<file path="config.mk">
export PLATFORM = sky130hd
export DESIGN_NAME = piso_shift_tx
export DESIGN_NICKNAME = d
export VERILOG_FILES = /design/src/rtl/piso_shift_tx.sv
export SDC_FILE = /design/constraint.sdc
export NUM_CORES = 1
export LEC_CHECK = 0
export CORE_AREA = 8 8 45 47
export DETAILED_ROUTE_END_ITERATION = 7
export DIE_AREA = 0 0 53 55
export PLACE_DENSITY = 0.81
export SLEW_MARGIN = 20
export SYNTH_ARGS = -nofsm -noshare
export SYNTH_HDL_FRONTEND = slang
export SYNTH_SLANG_ARGS = --single-unit
</file>
<file path="constraint.sdc">
create_clock -name clk -period 3.4 [get_ports clk]
set_clock_uncertainty 0.15 [all_clocks]
set_input_delay 0.34 -clock clk [delete_from_list [all_inputs] [get_ports clk]]
set_output_delay 0.34 -clock clk [all_outputs]
set_load 0.01 [all_outputs]
</file>
<file path="src/rtl/piso_shift_tx.sv">
// piso_shift_tx: parallel-in, serial-out shift transmitter.
// Captures a WIDTH-bit word on an accepted start request, then emits it
// MSB-first, one bit per clock with sout_valid, followed by a one-cycle
// done pulse. Drives the serial input of a left-shift receiver chain.
// Optional feature: define PISO_SHIFT_TX_PARITY_EN to append an even-parity
// bit (XOR of the captured word) after the last data bit.
module piso_shift_tx #(
  parameter int WIDTH = 6
) (
  input  logic             clk,
  input  logic             clr,
  input  logic             start,
  input  logic [WIDTH-1:0] din,
  output logic             sout,
  output logic             sout_valid,
  output logic             busy,
  output logic             done,
  output logic             ready
);

  localparam int CW = $clog2(WIDTH);
  localparam logic [CW-1:0] LAST_CNT = CW'(WIDTH - 1);

`ifdef PISO_SHIFT_TX_PARITY_EN
  typedef enum logic [1:0] {IDLE = 2'd0, SHIFT = 2'd1, PAR = 2'd2, DONE = 2'd3} state_t;
`else
  typedef enum logic [1:0] {IDLE = 2'd0, SHIFT = 2'd1, DONE = 2'd3} state_t;
`endif

  state_t            state_reg, state_next;
  logic [WIDTH-1:0]  shreg_reg, shreg_next;
  logic [CW-1:0]     cnt_reg, cnt_next;
`ifdef PISO_SHIFT_TX_PARITY_EN
  logic              par_reg, par_next;
`endif

  // State, shift register and bit counter; clr aborts any word in flight.
  always_ff @(posedge clk or posedge clr) begin
    if (clr) begin
      state_reg <= IDLE;
      shreg_reg <= '0;
      cnt_reg   <= '0;
`ifdef PISO_SHIFT_TX_PARITY_EN
      par_reg   <= 1'b0;
`endif
    end else begin
      state_reg <= state_next;
      shreg_reg <= shreg_next;
      cnt_reg   <= cnt_next;
`ifdef PISO_SHIFT_TX_PARITY_EN
      par_reg   <= par_next;
`endif
    end
  end

  // Next-state and datapath update: capture in IDLE, shift left in SHIFT.
  always_comb begin
    state_next = state_reg;
    shreg_next = shreg_reg;
    cnt_next   = cnt_reg;
`ifdef PISO_SHIFT_TX_PARITY_EN
    par_next   = par_reg;
`endif
    case (state_reg)
      IDLE: begin
        if (start) begin
          shreg_next = din;
          cnt_next   = '0;
`ifdef PISO_SHIFT_TX_PARITY_EN
          // Parity is frozen at acceptance so later din changes cannot leak in.
          par_next   = ^din;
`endif
          state_next = SHIFT;
        end
      end
      SHIFT: begin
        shreg_next = {shreg_reg[WIDTH-2:0], 1'b0};
        if (cnt_reg == LAST_CNT) begin
          // Counter parks at its last value instead of wrapping; the next
          // acceptance reloads it.
`ifdef PISO_SHIFT_TX_PARITY_EN
          state_next = PAR;
`else
          state_next = DONE;
`endif
        end else begin
          cnt_next = cnt_reg + CW'(1);
        end
      end
`ifdef PISO_SHIFT_TX_PARITY_EN
      PAR: begin
        state_next = DONE;
      end
`endif
      DONE: begin
        // Start requests seen here are dropped, never queued.
        state_next = IDLE;
      end
      default: begin
        state_next = IDLE;
      end
    endcase
  end

  // Outputs decoded purely from registered state; no path from start/din.
  always_comb begin
    sout       = 1'b0;
    sout_valid = 1'b0;
    busy       = 1'b0;
    done       = 1'b0;
    ready      = 1'b0;
    case (state_reg)
      IDLE: begin
        ready = 1'b1;
      end
      SHIFT: begin
        sout       = shreg_reg[WIDTH-1];
        sout_valid = 1'b1;
        busy       = 1'b1;
      end
`ifdef PISO_SHIFT_TX_PARITY_EN
      PAR: begin
        sout       = par_reg;
        sout_valid = 1'b1;
        busy       = 1'b1;
      end
`endif
      DONE: begin
        done = 1'b1;
        busy = 1'b1;
      end
      default: begin
        ready = 1'b0;
      end
    endcase
  end

endmodule

</file>
## Yosys cells after proc, flatten, opt, wreduce, memory -nomap -nowiden

Cells that the tools add are included.

- Add/subtract/negate cells: 1
- Multiplexer cells: 13
- Eq/ne operators: 6
- Reduce and logical (&&, ||, !) cells: 6

Operators by type and width:

| operator | number |
|---|---|
| 6-bit case mux with 2 select lines | 1 |
| 3-bit 2-to-1 mux | 2 |
| 6-bit 2-to-1 mux | 1 |
| 2-bit inequality test (second input constant) | 3 |
| 3-bit case mux with 2 select lines | 1 |
| 1-bit 2-to-1 mux | 5 |
| 2-bit 2-to-1 mux | 2 |
| 2-bit case mux with 2 select lines | 1 |
| 2-bit AND reduction | 2 |
| 3-bit by 1-bit adder with 3-bit output (second input constant) | 1 |
| 3-bit equality test (second input constant) | 1 |
| 3-bit AND reduction | 1 |
| 2-bit by 1-bit equality test with 1-bit output (second input constant) | 1 |
| 2-bit equality test (second input constant) | 1 |
| 2-bit logical NOT | 1 |
| 2-bit nonzero test | 1 |
| 2-bit OR reduction | 1 |

- Logic and storage cells: 29
- Bits of input ports: 9
- Register bits after elaboration: 11

## Depth between registers and ports, before layout

Gate-level depths: netlist of run 1.

- Depth after elaboration: 3
- Depth in mapped cells: 5
- Depth with buffers taken out: 5

## Worst setup path before layout of run 1

No wires, ideal clock.

- Kind: reg2reg
- From: register cnt_reg[0]
- To: register cnt_reg[0]
- Data arrival time: 1.167 ns
- Path slack: 1.962 ns
- Cell stages (with the launch flop): 5
- Path through: dfrtp_1 ha_1 nand2_2 mux2_4 a22o_1

- Cells in the longest elaborated chain, start to end: 3
- Elaborated cells between the ends (all ways): 6
- Those cells by class: 1 x add/sub; 2 x eq/ne; 2 x mux; 1 x reduce/logical

RTL lines:

| item | RTL line | text |
|---|---|---|
| from (decl) | 32 | `logic [CW-1:0] cnt_reg, cnt_next;` |
| from (signal assigned) | 49 | `cnt_reg <= cnt_next;` |
| 3-bit by 1-bit adder with 3-bit output or 3-bit equality test (tied branches) | 87, 78 |  |
| 3-bit 2-to-1 mux or 2-bit inequality test (tied branches) | - |  |
| 3-bit case mux with 2 select lines or 3-bit AND reduction (tied branches) | - |  |

Several ways; a longest one is shown, not always the timed one. The select of a mux whose other input is x is not followed.
A chain may end at the register's enable or synchronous reset.

## Worst setup path in the final report of run 1

- From: register state_reg[0]
- To: output port sout

- Cells in the longest elaborated chain, start to end: 2

RTL lines:

| item | RTL line | text |
|---|---|---|
| from (decl) | 30 | `state_t state_reg, state_next;` |
| from (signal assigned) | 47 | `state_reg <= state_next;` |
| 2-bit by 1-bit equality test with 1-bit output | 112 | `case (state_reg)` |
| 1-bit 2-to-1 mux | 112 |  |
| to (decl) | 14 | `output logic sout,` |

No other way between the ends.

==> results of run 1 <==
==> path summary, 6_finish.rpt <==
path,end,slack (ns)
worst min-delay path,shreg_reg[4],0.22
max in group asynchronous,cnt_reg[1],2.58
worst min register to register,shreg_reg[5],0.34
worst max register to register,cnt_reg[0],1.89
min in group clk,shreg_reg[5],0.34
worst max-delay path,sout,0.98
==> per-stage QoR <==
step | total power [mW] | instances | util | instance area (µm²)
final | 0.656 | 88 | 0.536 | 742
after global routing | 0.717 | 88 | 0.536 | 742
after CTS | 0.663 | 88 | 0.536 | 742
after detailed placement | 0.573 | 84 | 0.517 | 716
after global placement | 0.560 | 84 | 0.517 | 716
after floorplan | 0.479 | 59 | - | 593
==> area by class of cell <==
class	count	area (µm²)	area share
clock buffers	4	26.3	0.0354
inverters	3	11.3	0.0152
multi-input cells	41	279	0.376
flip-flops and latches	11	275	0.371
well taps	16	20.0	0.0270
repair buffers	13	130	0.175
==> cells by family (layout without fill, tap and decap cells) <==
group | after synthesis | in the layout
multiplexers | 1 | 1
buffers and inverters | 7 | 20
AO/OA/AOI/OAI | 17 | 17
AND/OR/NAND/NOR | 21 | 21
flip-flops | 11 | 11
adder cells (fa/ha/maj) | 2 | 2
==> critical path: stages, from the launching register on <==
cell and delay, ns:
dfrtp_1 0.67, nor2b_2 0.31, and2_1 0.15, clkdlybuf4s50_1 0.53
==> report_power, final <==
| part | leakage (nW) | switching [mW] | internal [mW] |
|---|---|---|---|
| clock | 0.0150 | 0.0438 | 0.0454 |
| combinational | 0.195 | 0.132 | 0.175 |
| sequential | 0.140 | 0.0730 | 0.187 |
==> layer usage <==
layer / GRT usage / up-vias / part of all wire
met5: 0 / - / 0
met1: 0.103 / 219 / 0.43
met4: 0.0388 / 0 / 0.018
met3: 0.0455 / 4 / 0.075
met2: 0.137 / 9 / 0.47
li1: - / 229 / -
==> cells in the mapped netlist <==
library cell,n,area (µm²)
clkbuf_1,1,3.75
and3b_1,5,43.8
nor2_1,3,11.3
nor2b_2,1,8.76
inv_1,3,11.3
dfrtp_1,11,275
and2_1,2,12.5
a32o_1,1,10.0
buf_6,1,11.3
nand2_2,1,6.26
mux2_4,1,15.0
o22ai_1,1,6.26
ha_1,2,25.0
a31oi_1,1,6.26
and2b_2,1,8.76
nand2_1,6,22.5
clkbuf_2,1,5.00
o21ai_0,5,25.0
a22o_1,1,8.76
nand4b_1,1,8.76
o21bai_4,1,18.8
buf_4,1,7.51
nand2b_1,1,6.26
a21oi_1,7,35.0
==> key figures, run 1 <==
Floorplan
  – I/O pins: 14
  – Cell Rows: 14
  – Die Span X: about 53 µm
  – Die Ht: approximately 55 µm
  – Core area: roughly 0.0014 mm²
  – Initial Util: 0.429
  – Die ar.: 0.00292 mm²

Outcome
  – Status: completed

Place
  – PortBufs: 13
  – Setup slack after placement: 1.27 ns
  – Placer Congestion: 0.754
  – Hpwl dp: 865 µm

Layout
  – Max FFs per register: 6
  – Fin nets: 84
  – Commonest non-fill, non-tap cell in the layout: clkdlybuf4s50_1
  – Most frequent cells in the layout: clkdlybuf4s50_1 (13), dfrtp_1 (11), a21oi_1 (7), nand2_1 (6)
  – Layout area overhead: 25.1%
  – # fillers: 129
  – Layout cell share with drive strength beyond 1: 0.111
  – Number of diodes: 0

Clock tree
  – H-Tree Depth: 1
  – Clock latency reported for the late side of the worst-skew pair: 0.27 ns
  – # clock sinks: 11
  – CTS tree: yes
  – Post-CTS Resized: 0
  – Clock slew at reported path FFs: 0.07 ns
  – Buffer count from post-CTS setup fixing: 0
  – Num CTS Buffers: 3
  – Cts hold-fix bufs: 0
  – Maximum clock path buffer count: 2
  – Clk root buf: clkbuf_4

Critical path
  – Worst Reg-to-Reg Cells: 4
  – Worst Setup SP: state_reg[0]
  – Data arrival, critical path: 1.93 ns
  – Max Fanout on Critical Path: 19
  – Worst r2r src: cnt_reg[0]
  – Startpoint types: flop
  – CP Capture Type: output pin
  – Kind of critical path: flop to output pin
  – Crit path required time: 2.91 ns

Drt
  – Final ANT Viol Nets: 0
  – Vias: 461
  – # DRC: 0
  – DR iter-0 viols: 5
  – Routed vias/inst: 5.24
  – DR pass1 iterations: 4
  – Overall routed net length: 1.17 mm
  – DR WL/cell: ~13 µm

Yosys
  – Net Count, Synth: 70
  – Flops & latches, synth: 11
  – Synthesis warning total: 0
  – Post-synthesis cell area: approximately 590 µm²
  – Synth Area in Compound Gates: 0.186
  – Post-Synth Adder-Cell Area: 0.0422
  – Seq/Total Area, Yosys: 0.464
  – Main combinational cell family by area after synthesis: simple AND/OR/NAND/NOR gates
  – Mux cell area share after synthesis: 0.0253
  – Post-Synth XOR/XNOR Area: 0
  – Simple-gate area share of the yosys netlist: 0.217
  – Avg Cell Area, Syn: 10.1 µm²
  – Number of distinct library cells after synthesis: 24
  – Cells after Synth: 59

STA
  – Final hold viol count: 0
  – Final worst-path cycle share: 0.711
  – Max_slew headroom: 0.658
  – Crit path time final: 2.42 ns
  – Slew Limit Fails: 0
  – Setup TNS Final: 0 ns
  – Fin worst setup slack: 0.982 ns
  – FMAX: 414 MHz
  – # setup viols final: 0
  – Worst-Margin Slew: 0.513 ns
  – WHS: ~0.22 ns
  – RSZ-0062 raised after global routing: no

Power and ir drop
  – Leakage: between 0.3 and 0.4 nW
  – Pwr dens: around 900 mW/mm²
  – VDD IR max: 0.396 mV

Global route
  – Overall Global Routing Usage: 0.0893
  – First-pass GRT wire length: 1.89 mm
  – Global route total overflow: 0
  – Largest net degree at the start of global routing: 20
  – Antenna violations before repair: 0
  – Number of global-route vias before repair: 449

Run
  – Max-cap viol count: 0

Hold path
  – Min-Delay Path Class: primary input to asynchronous set/reset pin
No activity file was read; power rests on OpenSTA's default activity.
==> inputs of run 2 (changes only) <==
Settings changed: CORE_AREA 8 8 45 47 to default, CORE_MARGIN from default to 8, CORE_UTILIZATION from default to 42, DIE_AREA 0 0 53 55 to default, PLACE_DENSITY 0.81 to 0.8.
Clock period 3.4 ns to 2.05 ns, I/O delays scaled along.
==> key figures, run 2 (synthesized netlist as in run 1, its figures left out) <==
Outcome
  – Status: completed

Clock tree
  – Clock slew at reported path FFs: 0.07 ns (about the same)
  – H-Tree Depth: 1 (unchanged)
  – Num CTS Buffers: 3 (unchanged)
  – # clock sinks: 11 (unchanged)
  – Clock latency reported for the late side of the worst-skew pair: 0.27 ns (about the same)
  – Cts hold-fix bufs: 0 (unchanged)
  – Clk root buf: clkbuf_4
  – CTS tree: yes
  – Buffer count from post-CTS setup fixing: 0 (unchanged)
  – Maximum clock path buffer count: 2 (unchanged)

Place
  – Post-DP Area: 722 µm² (+0.87%)
  – Placed cells: 84 (unchanged)
  – Placer Congestion: 0.718 (-4.8%)
  – PortBufs: 13 (unchanged)
  – Setup slack after placement: 0.293 ns (-0.972 ns)
  – Hpwl dp: 853 µm (-1.4%)

STA
  – # setup viols final: 0 (unchanged)
  – Final hold viol count: 0 (unchanged)
  – Worst-Margin Slew: 0.413 ns (-0.101 ns)
  – FMAX: 513 MHz
  – Slew Limit Fails: 0 (unchanged)
  – Final worst-path cycle share: 0.950
  – RSZ-0062 raised after global routing: no
  – Crit path time final: just under 2 ns
  – Fin worst setup slack: 0.102 ns (-0.880 ns)
  – Max_slew headroom: 0.724 (+0.0668)
  – Setup TNS Final: 0 ns (unchanged)

Drt
  – Routed vias/inst: 5.19 (-0.87%)
  – Final ANT Viol Nets: 0 (unchanged)
  – # DRC: 0 (unchanged)
  – DR pass1 iterations: 4 (unchanged)
  – DR iter-0 viols: 12 (+7)
  – Vias: 457 (-0.87%)
  – Overall routed net length: 1.17 mm (-0.43%)
  – DR WL/cell: 13.2 µm (-0.43%)

Layout
  – Max FFs per register: 6 (unchanged)
  – Finished Layout Cells: 88 (unchanged)
  – Layout area overhead: 27.4%
  – Most frequent cells in the layout: clkdlybuf4s50_1 (13), dfrtp_1 (9), a21oi_1 (7), nand2_1 (6)
  – Number of diodes: 0 (unchanged)
  – # fillers: 118 (-8.5%)
  – Fin nets: 85 (+1.2%)
  – Fin area: 756 µm² (+1.9%)
  – FF/Latch Area: 278 µm² (+0.91%)
  – Multi-input logic area: 284 µm² (+1.8%)
  – Layout cell share with drive strength beyond 1: 0.151 (+0.0396)
  – Commonest non-fill, non-tap cell in the layout: clkdlybuf4s50_1

Global route
  – Overall Global Routing Usage: 0.0912 (+0.00191)
  – Largest net degree at the start of global routing: 12 (-40%)
  – First-pass GRT wire length: 1.86 mm (-1.4%)
  – Global route total overflow: 0 (unchanged)
  – Number of global-route vias before repair: 402 (-10%)
  – Antenna violations before repair: 0 (unchanged)

Power and ir drop
  – Leakage: 0.360 nW (+2.7%)
  – VDD IR max: 0.717 mV (+81%)
  – Pwr dens: 1490 mW/mm² (+68%)
  – Seq pwr share: 0.367 (-0.030)
  – Tot Pwr: 1.12 mW (+71%)
  – Internal: 0.703 mW (+73%)
  – Clock network power share: 0.131 (-0.005)
  – P_sw: 0.420 mW (+69%)
  – Comb pwr share: 0.502 (+0.035)
  – Sw frac: 0.374 (-0.00543)

Critical path
  – Startpoint types: flop
  – Max Fanout on Critical Path: 11 (-8)
  – Crit path required time: 1.69 ns (-1.22 ns)
  – CP Capture Type: output pin
  – Kind of critical path: flop to output pin
  – Data arrival, critical path: 1.59 ns (-0.34 ns)

Floorplan
  – Die ar.: 0.00287 mm² (-1.5%)
  – Cell Rows: 13 (-1)
  – Die Ht: 53.6 µm (-2.6%)
  – Initial Util: 0.450 (+0.0216)
  – Die Span X: 53.6 µm (+1.1%)
  – Core area: 0.00132 mm² (-4.8%)
  – I/O pins: 14 (unchanged)

Hold path
  – Min-Delay Path Class: primary input to asynchronous set/reset pin

Run
  – Max-cap viol count: 0 (unchanged)
==> run 2: cell types whose count changed in the layout (fill, tap and decap cells not counted) <==
| cell | before | now |
|---|---|---|
| buf_4 | 0 | 1 |
| dfrtp_1 | 11 | 9 |
| dfrtp_2 | 0 | 2 |
| nor2b_2 | 1 | 0 |
| nor2b_4 | 0 | 1 |
==> run 2: path summary, 6_finish.rpt <==
kind                       slack, ns         start           end  cells past startpoint
setup reg to reg                0.52    cnt_reg[0]    cnt_reg[0]                      4
setup / recovery                0.10  state_reg[1]          sout                      3
min in group clk                0.33  shreg_reg[5]  shreg_reg[5]                      2
hold / removal                  0.06           clr  shreg_reg[3]                      2
max in group asynchronous       1.36           clr  state_reg[0]                      2
hold reg to reg                 0.33  shreg_reg[5]  shreg_reg[5]                      2
==> run 2: stage by stage <==
stage | utilization | hold slack [ns]
floorplan | - | -0.0926
global placement | 0.548 | 0.310
detailed placement | 0.548 | 0.319
CTS | 0.569 | 0.0722
global route | 0.574 | 0.0782
finish | 0.574 | 0.0609
==> run 2: what timing repair did <==
action	CTS	global route
endpoints found under the setup margin	1	1
resized for setup	1	2
endpoints found under the hold margin	0	0
==> run 2: final cells by class <==
class	instances	area share
Tap cell	15	0.0248
Sequential cell	11	0.368
Clock buffer	4	0.0348
Timing Repair Buffer	14	0.182
Inverter	3	0.0149
Multi-Input combinational cell	41	0.376
==> run 2: power groups by stage <==
| stage | Combinational (mW) | Clock [mW] | Sequential, mW |
|---|---|---|---|
| floorplan | 0.436 | 0 | 0.359 |
| global placement | 0.542 | 0 | 0.403 |
| detailed placement | 0.554 | 0 | 0.408 |
| CTS | 0.556 | 0.151 | 0.407 |
| global route | 0.632 | 0.161 | 0.429 |
| finish | 0.564 | 0.147 | 0.412 |
==> run 2: routing by layer <==
metal	global-route usage	routed length [µm]	vias up
met3	0.0634	97	2
met2	0.119	537	12
li1	-	-	233
met1	0.113	519	210
met5	0	0	-
met4	0.0378	10	0
==> run 2: worst max-delay path: stages, from the launching register on <==
cell and delay, ns:
dfrtp_2 0.48, nor2b_4 0.18, and2_1 0.14, clkdlybuf4s50_1 0.53
==> inputs of run 3 (changes only) <==
Settings changed: RECOVER_POWER from default to 100.
==> key figures, run 3 (synthesized netlist as in run 1, its figures left out) <==
Place
  – Placed cells: 84 (unchanged)
  – Setup slack after placement: 0.293 ns (unchanged)
  – Post-DP Area: 722 µm² (unchanged)
  – Hpwl dp: 853 µm (unchanged)
  – Placer Congestion: 0.718 (unchanged)
  – PortBufs: 13 (unchanged)

Layout
  – Fin nets: 85 (unchanged)
  – Number of diodes: 0 (unchanged)
  – Layout area overhead: 25.1%
  – Finished Core Util: 0.563 (-0.0104)
  – # fillers: 121 (+2.5%)
  – Finished Layout Cells: 88 (unchanged)
  – Fin area: 742 µm² (-1.8%)
  – Max FFs per register: 6 (unchanged)
  – Most frequent cells in the layout: dfrtp_1 (9), clkdlybuf4s50_1 (9), nand2_1 (7), a21oi_1 (7)
  – Layout cell share with drive strength beyond 1: 0.123 (-0.0274)

Drt
  – DR iter-0 viols: 11 (-1)
  – Routed vias/inst: 5.15 (-0.88%)
  – # DRC: 0 (unchanged)
  – Overall routed net length: 1.16 mm (-0.43%)
  – DR WL/cell: 13.2 µm (-0.43%)
  – Vias: 453 (-0.88%)
  – Final ANT Viol Nets: 0 (unchanged)
  – DR pass1 iterations: 4 (unchanged)

Clock tree
  – Clock slew at reported path FFs: 0.07 ns (about the same)
  – H-Tree Depth: 1 (unchanged)
  – Cts hold-fix bufs: 0 (unchanged)
  – # clock sinks: 11 (unchanged)
  – Clk root buf: clkbuf_4
  – Clock latency reported for the late side of the worst-skew pair: 0.27 ns (about the same)
  – CTS tree: yes
  – Num CTS Buffers: 3 (unchanged)
  – Maximum clock path buffer count: 2 (unchanged)

STA
  – Final hold viol count: 0 (unchanged)
  – FMAX: 516 MHz (+0.60%)
  – Fin worst setup slack: 0.113 ns (+0.0115 ns)
  – Setup TNS Final: 0 ns (unchanged)
  – Final worst-path cycle share: 0.945 (-0.00562)
  – RSZ-0062 raised after global routing: no
  – # setup viols final: 0 (unchanged)
  – Crit path time final: 1.94 ns (-0.0115 ns)
  – Slew Limit Fails: 0 (unchanged)
  – Worst-Margin Slew: 0.700 ns (+0.287 ns)
  – Max_slew headroom: 0.533 (-0.192)

Global route
  – Global route total overflow: 0 (unchanged)
  – First-pass GRT wire length: 1.86 mm (unchanged)
  – Overall Global Routing Usage: 0.0912 (unchanged)
  – Number of global-route vias before repair: 402 (unchanged)
  – Antenna violations before repair: 0 (unchanged)
  – Largest net degree at the start of global routing: 12 (unchanged)

Critical path
  – CP Capture Type: output pin
  – Worst-path cell chain: nor2b_4 > and2_1 > clkdlybuf4s50_1
  – Startpoint types: flop
  – Max Fanout on Critical Path: 11 (unchanged)
  – Reg2reg setup slack: 0.34 ns (-0.18 ns)
  – Kind of critical path: flop to output pin
  – Data arrival, critical path: 1.58 ns (about the same)
  – Crit path required time: 1.69 ns (about the same)
  – Crit path buf inv count: 1 (unchanged)
  – Delay of the slowest cell on the worst path: 0.53 ns (about the same)
  – Kind of cell adding the most delay to the critical path: buffers and inverters
  – Slowest cell on crit path: clkdlybuf4s50_1

Floorplan
  – Die Span X: 53.6 µm (unchanged)
  – Die ar.: 0.00287 mm² (unchanged)
  – Die Ht: 53.6 µm (unchanged)
  – Cell Rows: 13 (unchanged)
  – Initial Util: 0.450 (unchanged)
  – I/O pins: 14 (unchanged)
  – Core area: 0.00132 mm² (unchanged)

Outcome
  – Status: completed

Power and ir drop
  – Leakage: 0.355 nW (-1.3%)
  – Pwr dens: 1460 mW/mm² (-2.0%)
  – VDD IR max: 0.702 mV (-2.1%)

Run
  – Max-cap viol count: 0 (unchanged)

Hold path
  – Min-Delay Path Class: primary input to asynchronous set/reset pin
-- run 3: final timing paths --
kind	endpoint	cells past startpoint	from
max	sout	3	state_reg[1]
min	shreg_reg[3]	2	clr
max reg2reg	cnt_reg[1]	4	state_reg[0]
min reg2reg	shreg_reg[5]	2	shreg_reg[5]
max in group asynchronous	state_reg[0]	2	clr
min in group clk	shreg_reg[5]	2	shreg_reg[5]
-- run 3: final cells by class --
type / instances / area (µm²) / area share
Clock buffer: 4 / 26.3 / 0.0354
Inverter: 3 / 11.3 / 0.0152
Multi-Input combinational cell: 41 / 270 / 0.364
Sequential cell: 11 / 278 / 0.374
Tap cell: 15 / 18.8 / 0.0253
Timing Repair Buffer: 14 / 138 / 0.185
-- run 3: worst reg2reg max path: cells and delay by family (launching register included) --
family,cells,cell delay [ns]
buffers and inverters,1,0.18
flip-flops,1,0.45
AO/OA/AOI/OAI,3,0.85
-- run 3: repair_timing --
item	in CTS	in global routing
endpoints found under the setup margin	1	1
pin swaps	0	0
resized for setup	1	2
buffers inserted	0	0
-- run 3: routing by layer --
layer / vias to the layer above / wire length (µm) / track usage
li1: 232 / - / -
met1: 208 / 522 / 0.113
met2: 11 / 529 / 0.119
met3: 2 / 95 / 0.0634
met4: 0 / 11 / 0.0378
met5: - / 0 / 0
-- run 3: power by group --
part,total [mW],internal [mW],switching (mW)
combinational,0.523,0.282,0.241
clock,0.147,0.0753,0.0717
sequential,0.409,0.315,0.0941
total,1.08,0.673,0.407
-- run 3: metrics by stage --
stage                     power, mW  hold WS [ns]
after global placement        0.945         0.310
final                          1.08         0.196
after CTS                      1.11        0.0722
after global routing           1.18         0.216
after floorplan               0.795       -0.0926
after detailed placement      0.962         0.319
